===== config.mk =====
export PLATFORM = sky130hd
export DESIGN_NAME = md_sequencer_flat
export DESIGN_NICKNAME = d
export VERILOG_FILES = /design/src/rtl/md_sequencer_pkg.sv /design/src/rtl/md_sequencer_if.sv /design/src/rtl/md_iter_step.sv /design/src/rtl/md_sequencer.sv /design/src/flat_wrapper.sv
export SDC_FILE = /design/constraint.sdc
export NUM_CORES = 1
export LEC_CHECK = 0
export CORE_UTILIZATION = 48
export CTS_BUF_LIST = sky130_fd_sc_hd__clkbuf_4 sky130_fd_sc_hd__clkbuf_8 sky130_fd_sc_hd__clkbuf_16
export CTS_CLUSTER_DIAMETER = 80
export DETAILED_ROUTE_END_ITERATION = 8
export GPL_TIMING_DRIVEN = 0
export PLACE_DENSITY = 0.69
export SLEW_MARGIN = 10
export SYNTH_ARGS = -nofsm -noshare
export SYNTH_HDL_FRONTEND = slang
export SYNTH_HIERARCHICAL = 1
export SYNTH_SLANG_ARGS = --single-unit

===== constraint.sdc =====
create_clock -name clock -period 6 [get_ports clock]
set_clock_uncertainty 0.15 [all_clocks]
set_input_delay 0.6 -clock clock [delete_from_list [all_inputs] [get_ports clock]]
set_output_delay 0.6 -clock clock [all_outputs]
set_load 0.01 [all_outputs]

===== src/rtl/md_sequencer_pkg.sv =====
// rtl/md_sequencer_pkg.sv - op codes, FSM state encodings and helpers for the MD sequencer
package md_sequencer_pkg;

  localparam logic [1:0] MD_MULTU = 2'b00;
  localparam logic [1:0] MD_MULT  = 2'b01;
  localparam logic [1:0] MD_DIVU  = 2'b10;
  localparam logic [1:0] MD_DIV   = 2'b11;

  localparam logic [1:0] ST_IDLE = 2'b00;
  localparam logic [1:0] ST_ITER = 2'b01;
  localparam logic [1:0] ST_FIX  = 2'b10;

  localparam logic [4:0] LAST_ITER = 5'd31;

  function automatic logic [31:0] mag32(input logic [31:0] v, input logic neg);
    return neg ? -v : v;
  endfunction

endpackage


===== src/rtl/md_sequencer_if.sv =====
// rtl/md_sequencer_if.sv - EX/ID stage request and HI/LO result bundle of the MD sequencer
interface md_sequencer_if;
  logic        start;
  logic [1:0]  op;
  logic [31:0] rs_val;
  logic [31:0] rt_val;
  logic        cancel;
  logic        mf_req;
  logic        busy;
  logic        stall;
  logic        done;
  logic        div_by_zero;
  logic [31:0] hi;
  logic [31:0] lo;

  modport master (
    output start, op, rs_val, rt_val, cancel, mf_req,
    input  busy, stall, done, div_by_zero, hi, lo
  );

  modport slave (
    input  start, op, rs_val, rt_val, cancel, mf_req,
    output busy, stall, done, div_by_zero, hi, lo
  );
endinterface


===== src/rtl/md_iter_step.sv =====
// rtl/md_iter_step.sv - one combinational shift-add (multiply) or restoring shift-subtract (divide) step
module md_iter_step (
  input  logic        is_div,
  input  logic [63:0] acc,
  input  logic [31:0] operand,
  output logic [63:0] acc_next
);

  logic [32:0] sum;
  logic [32:0] rem_shift;
  logic        fits;

  always_comb begin
    sum       = {1'b0, acc[63:32]} + (acc[0] ? {1'b0, operand} : 33'd0);
    // Remainder after the shift can reach 33 bits; the difference always fits in 32.
    rem_shift = acc[63:31];
    fits      = rem_shift >= {1'b0, operand};
    acc_next  = {sum, acc[31:1]};
    if (is_div) begin
      if (fits) begin
        acc_next = {rem_shift[31:0] - operand, acc[30:0], 1'b1};
      end else begin
        acc_next = {acc[62:0], 1'b0};
      end
    end
  end

endmodule


===== src/rtl/md_sequencer.sv =====
// rtl/md_sequencer.sv - 32-iteration MULT/MULTU/DIV/DIVU sequencer with HI/LO registers
module md_sequencer
  import md_sequencer_pkg::*;
(
  input logic           clock,
  input logic           reset,
  md_sequencer_if.slave md
);

  logic [1:0]  state;
  logic [4:0]  count;
  logic [63:0] acc;
  logic [31:0] operand;
  logic        div_op;
  logic        sign_a;
  logic        sign_b;
  logic        div_zero;
  logic [63:0] acc_next;
  logic [63:0] fix_val;
  logic        start_zero;
  logic        start_sa;
  logic        start_sb;

  md_iter_step u_step (
    .is_div  (div_op),
    .acc     (acc),
    .operand (operand),
    .acc_next(acc_next)
  );

  // A zero divisor keeps the raw dividend so the remainder comes out equal to it.
  always_comb begin
    start_zero = md.op[1] & (md.rt_val == 32'd0);
    start_sa   = md.op[0] & md.rs_val[31] & ~start_zero;
    start_sb   = md.op[0] & md.rt_val[31] & ~start_zero;
  end

  always_comb begin
    fix_val = acc;
    if (div_op) begin
      fix_val[31:0]  = mag32(acc[31:0], sign_a ^ sign_b);
      fix_val[63:32] = mag32(acc[63:32], sign_a);
    end else if (sign_a ^ sign_b) begin
      fix_val = -acc;
    end
  end

  assign md.busy  = (state != ST_IDLE);
  assign md.stall = md.busy & md.mf_req;

  always_ff @(posedge clock or negedge reset) begin
    if (!reset) begin
      state          <= ST_IDLE;
      count          <= 5'd0;
      acc            <= 64'd0;
      operand        <= 32'd0;
      div_op         <= 1'b0;
      sign_a         <= 1'b0;
      sign_b         <= 1'b0;
      div_zero       <= 1'b0;
      md.hi          <= 32'd0;
      md.lo          <= 32'd0;
      md.done        <= 1'b0;
      md.div_by_zero <= 1'b0;
    end else begin
      md.done        <= 1'b0;
      md.div_by_zero <= 1'b0;
      case (state)
        ST_IDLE: begin
          if (md.start && !md.cancel) begin
            state    <= ST_ITER;
            count    <= 5'd0;
            div_op   <= md.op[1];
            sign_a   <= start_sa;
            sign_b   <= start_sb;
            div_zero <= start_zero;
            acc      <= {32'd0, mag32(md.rs_val, start_sa)};
            operand  <= mag32(md.rt_val, start_sb);
          end
        end
        ST_ITER: begin
          if (md.cancel) begin
            state <= ST_IDLE;
            count <= 5'd0;
          end else begin
            acc   <= acc_next;
            count <= count + 5'd1;
            if (count == LAST_ITER) begin
              state <= ST_FIX;
            end
          end
        end
        ST_FIX: begin
          state <= ST_IDLE;
          if (!md.cancel) begin
            {md.hi, md.lo} <= fix_val;
            md.done        <= 1'b1;
            md.div_by_zero <= div_zero;
          end
        end
        default: begin
          state <= ST_IDLE;
        end
      endcase
    end
  end

endmodule


===== src/flat_wrapper.sv =====
// flat-port wrapper written by rule: the top's interface ports become plain ports
module md_sequencer_flat import md_sequencer_pkg::*;
  (clock, reset, md_start, md_op, md_rs_val, md_rt_val, md_cancel, md_mf_req, md_busy, md_stall, md_done, md_div_by_zero, md_hi, md_lo);
  md_sequencer_if md_i ();
  input logic clock;
  input logic reset;
  input wire logic [$bits(md_i.start)-1:0] md_start;
  input wire logic [$bits(md_i.op)-1:0] md_op;
  input wire logic [$bits(md_i.rs_val)-1:0] md_rs_val;
  input wire logic [$bits(md_i.rt_val)-1:0] md_rt_val;
  input wire logic [$bits(md_i.cancel)-1:0] md_cancel;
  input wire logic [$bits(md_i.mf_req)-1:0] md_mf_req;
  output wire logic [$bits(md_i.busy)-1:0] md_busy;
  output wire logic [$bits(md_i.stall)-1:0] md_stall;
  output wire logic [$bits(md_i.done)-1:0] md_done;
  output wire logic [$bits(md_i.div_by_zero)-1:0] md_div_by_zero;
  output wire logic [$bits(md_i.hi)-1:0] md_hi;
  output wire logic [$bits(md_i.lo)-1:0] md_lo;
  assign md_i.start = md_start;
  assign md_i.op = md_op;
  assign md_i.rs_val = md_rs_val;
  assign md_i.rt_val = md_rt_val;
  assign md_i.cancel = md_cancel;
  assign md_i.mf_req = md_mf_req;
  assign md_busy = md_i.busy;
  assign md_stall = md_i.stall;
  assign md_done = md_i.done;
  assign md_div_by_zero = md_i.div_by_zero;
  assign md_hi = md_i.hi;
  assign md_lo = md_i.lo;
  md_sequencer u_core (.clock(clock), .reset(reset), .md(md_i));
endmodule

==> impl_metrics.tcl <==
set metrics [dict create \
    status "complete, but fails checks" \
    violations "DRC" \
    grt_pass1_vias 13379 \
    clkSinkCount 173 \
    critPathTopFamily "simple AND/OR/NAND/NOR gates" \
    synth_area_leaders "dfrtp_1, nand2_1, ha_1, o21ai_0, xor2_1" \
    antenna_found_initial 0 \
    fin_nets 2145 \
    maxClockFrequency_ghz 0.2283 \
    hold_viol_final 0 \
    die_w_um 175.5 \
    wl_per_cell_um 19.35 \
    synth_xor_area_frac 0.1037 \
    setup_viol_count_final 0 \
    synth_top_area_cell "dfrtp_1" \
    p_leak_uw 0.007332 \
    nFillCells 2858 \
    synth_edf_count 0 \
    numCtsBuffers 17 \
    synth_warnings 6 \
    yosysSeqAreaShare 0.2998 \
    tightest_slew_ns 1.142 \
    ys_async_sr_fraction 1.000 \
    fin_crit_ns 4.380 \
    yosys.area.top_type_share 0.2998 \
    clk_pin_slew_ns 0.07 \
    swShare 0.4501 \
    vias 14367 \
    drtIter0Drc 1291 \
    dr.pass1.iters 7 \
    ys_ff_latch 173 \
    synth_top_family_by_area "simple AND/OR/NAND/NOR gates" \
    synth_cell_types 88 \
    hold_ws_ns 0.3290 \
    io_pins 139 \
    rsz0062_at_grt "false" \
    register_area_sq_mm 0.004329 \
    synth_ff_type "dfrtp_1" \
    postCtsSetupBuffers 0 \
    grt_overflow_total 0 \
    portBuffers 138 \
    synth_area_sq_mm 0.01444 \
    slew-limit-headroom 0.2315 \
    grt_pass1_wl_um 73880 \
    synth_adder_area_share 0.06342 \
    muxShareOfSynthArea 0.02998 \
    setup_tns_ns 0 \
    stdcell_count 2405 \
    num_rows 63 \
    gp_congestion 0.9824 \
    placedCellCount 2372 \
    seqPwrFrac 0.284 \
    pwr-share-comb 0.498 \
    grt_start_max_net_pins 108 \
    crit_fanout 10 \
    vdd_ir_drop_max_mv 0.2315 \
    start_util 0.4873 \
    die_y_um 175.5 \
    drc_errors 2 \
    syn2layout_area_growth_pct 17.72 \
    critical_path.endpoint_type "register" \
    die-area_sq_mm 0.03078 \
    power.density_mw_per_mm2 332.6 \
    synth_compound_area_frac 0.2260 \
    clock_latency_ns 0.44 \
    cp.arrival_ns 4.60 \
    cts_resized 0 \
    fp.coreArea_sq_mm 0.02964 \
    final_core_util 0.5736 \
    path_class "reg -> reg" \
    clock_path_buffers 2 \
    drtAntennaViolNets 0 \
    fin_ws_ns 1.620 \
    crit_buf_inv 1 \
    synthesis.nets 1986 \
    cp-start-kind "register" \
    synthSimpleGateAreaFrac 0.2277 \
    p_switching_uw 2545 \
    wirelength_um 46540 \
    power.internal_uw 3110 \
    htreeDepth 4 \
    cts_tree "yes" \
    diodes 0 \
    post-route-period-util 0.7300 \
    hpwl_um 37500 \
    viasPerCell 5.974 \
    slew_violations 0 \
    multi_input_area_sq_mm 0.009399 \
    grt_usage 0.3069 \
    clockRootBuffer "clkbuf_16" \
    syn_area_per_cell_sq_um 7.836 \
    dp_worst_setup_slack_ns 1.828 \
    cap_violations 0 \
    cp_cell_sequence "clkbuf_1, and2_1, ha_1, fa_1, a21oi_1, o211ai_1, a31oi_1, nor3_1, o211ai_1, nand2b_1, a31oi_1, a41o_1, nor2_1, nand3_1, nand2_1" \
    drive_gt1_frac 0.05707 \
    hp-class "reg -> reg" \
    pwr-share-clk 0.218 \
    crit_path_top_delay_cell "dfrtp_1" \
    worstPathRequired_ns 6.22 \
    crit_path_max_incr_delay_ns 0.67 \
    synthCells 1843 \
]
[registers in the layout, summed over array words and instances (netlist names)]
register,flops
u_core/operand,32
u_core/acc,64
u_core/sign_b,1
u_core/div_op,1
u_core/md.lo,32
u_core/md.div_by_zero,1
u_core/sign_a,1
u_core/div_zero,1
u_core/md.hi,32
u_core/count,5
u_core/state,2
u_core/md.done,1
[kinds of logic after synthesis]
group / after synthesis
and+or+nand+nor: 688
AOI/OAI and AO/OA: 529
DFF: 173
xor gates and xnor gates: 171
buffers and inverters: 171
adders and majority gates: 72
muxes: 39
[cell usage after synthesis, types with 38 or more instances]
master	count
a21oi_1	134
a31oi_1	38
and2_1	39
clkbuf_1	84
dfrtp_1	173
ha_1	70
inv_1	62
nand2_1	273
nand3_1	72
nor2_1	112
nor3_1	50
o21ai_0	173
xnor2_1	85
xor2_1	86
[power by group through the flow]
stage | Clock [uW] | Combinational, uW | Sequential, uW
2_1_floorplan | 0 | 2060 | 1480
3_3_place_gp | 0 | 2710 | 1610
5_1_grt | 1300 | 3090 | 1630
6_report | 1230 | 2810 | 1610
3_5_place_dp | 0 | 2740 | 1620
4_1_cts | 1250 | 2760 | 1590
[tightest hold or removal path, cell delays in order (launching register included)]
cell and delay (ns):
dfrtp_1 0.34, nand2_1 0.05, o21ai_0 0.06
[area by class of cell]
type                            count  share of cell area
Buffer                            108             0.02804
Clock buffer                       17             0.02502
Clock inverter                     15             0.01303
Inverter                           63             0.01391
Multi-Input combinational cell   1499              0.5529
Sequential cell                   173              0.2547
Tap cell                          390             0.02870
Timing Repair Buffer              140             0.08376
[what timing repair did]
action	4_1_cts	5_1_grt
setup endpoints to repair	0	0
hold buffers	1	0
hold endpoints to repair	66	0
[stage by stage]
stage	instance area, sq um	total power (uW)
after floorplan	14440	3538
after global placement	16310	4318
after detailed placement	16340	4355
after CTS	17000	5605
after global routing	17000	6017
final	17000	5655
[layer usage]
layer / GRT usage / share of wire / vias up
li1: - / - / 6871
met1: 0.4375 / 0.46 / 6802
met2: 0.4757 / 0.44 / 621
met3: 0.04329 / 0.072 / 73
met4: 0.1040 / 0.029 / 0
met5: 0 / 0 / -
[cells in the final DEF (no fill, tap or decap), drive strengths merged, types with 4 or more instances in the layout]
cell type / instances
nand2: 273
o21ai: 197
dfrtp: 173
clkdlybuf4s50: 137
a21oi: 136
nor2: 114
clkbuf: 101
xor2: 86
xnor2: 85
nand3: 72
ha: 70
inv: 70
nor3: 51
and2: 40
a31oi: 38
mux2: 34
a21o: 31
and3: 30
o31ai: 29
buf: 26
or3: 21
nor4: 20
nand4: 19
a211oi: 18
o211ai: 17
or4: 13
o21a: 12
o21bai: 10
nand2b: 9
nor2b: 8
mux2i: 5
o41ai: 5
bufinv: 4
[path summary, 6_finish.rpt]
check	end	startpoint	cells past startpoint	slack, ns
max in group asynchronous	u_core/operand[31]	reset	3	4.27
min reg2reg	u_core/md.hi[26]	u_core/md.hi[26]	2	0.33
max	u_core/acc[63]	u_core/acc[0]	15	1.62
max reg2reg	u_core/acc[63]	u_core/acc[0]	15	1.62
min in group asynchronous	u_core/md.lo[9]	reset	2	0.53
min	u_core/md.hi[26]	u_core/md.hi[26]	2	0.33
No activity file was read; power rests on OpenSTA's default activity.
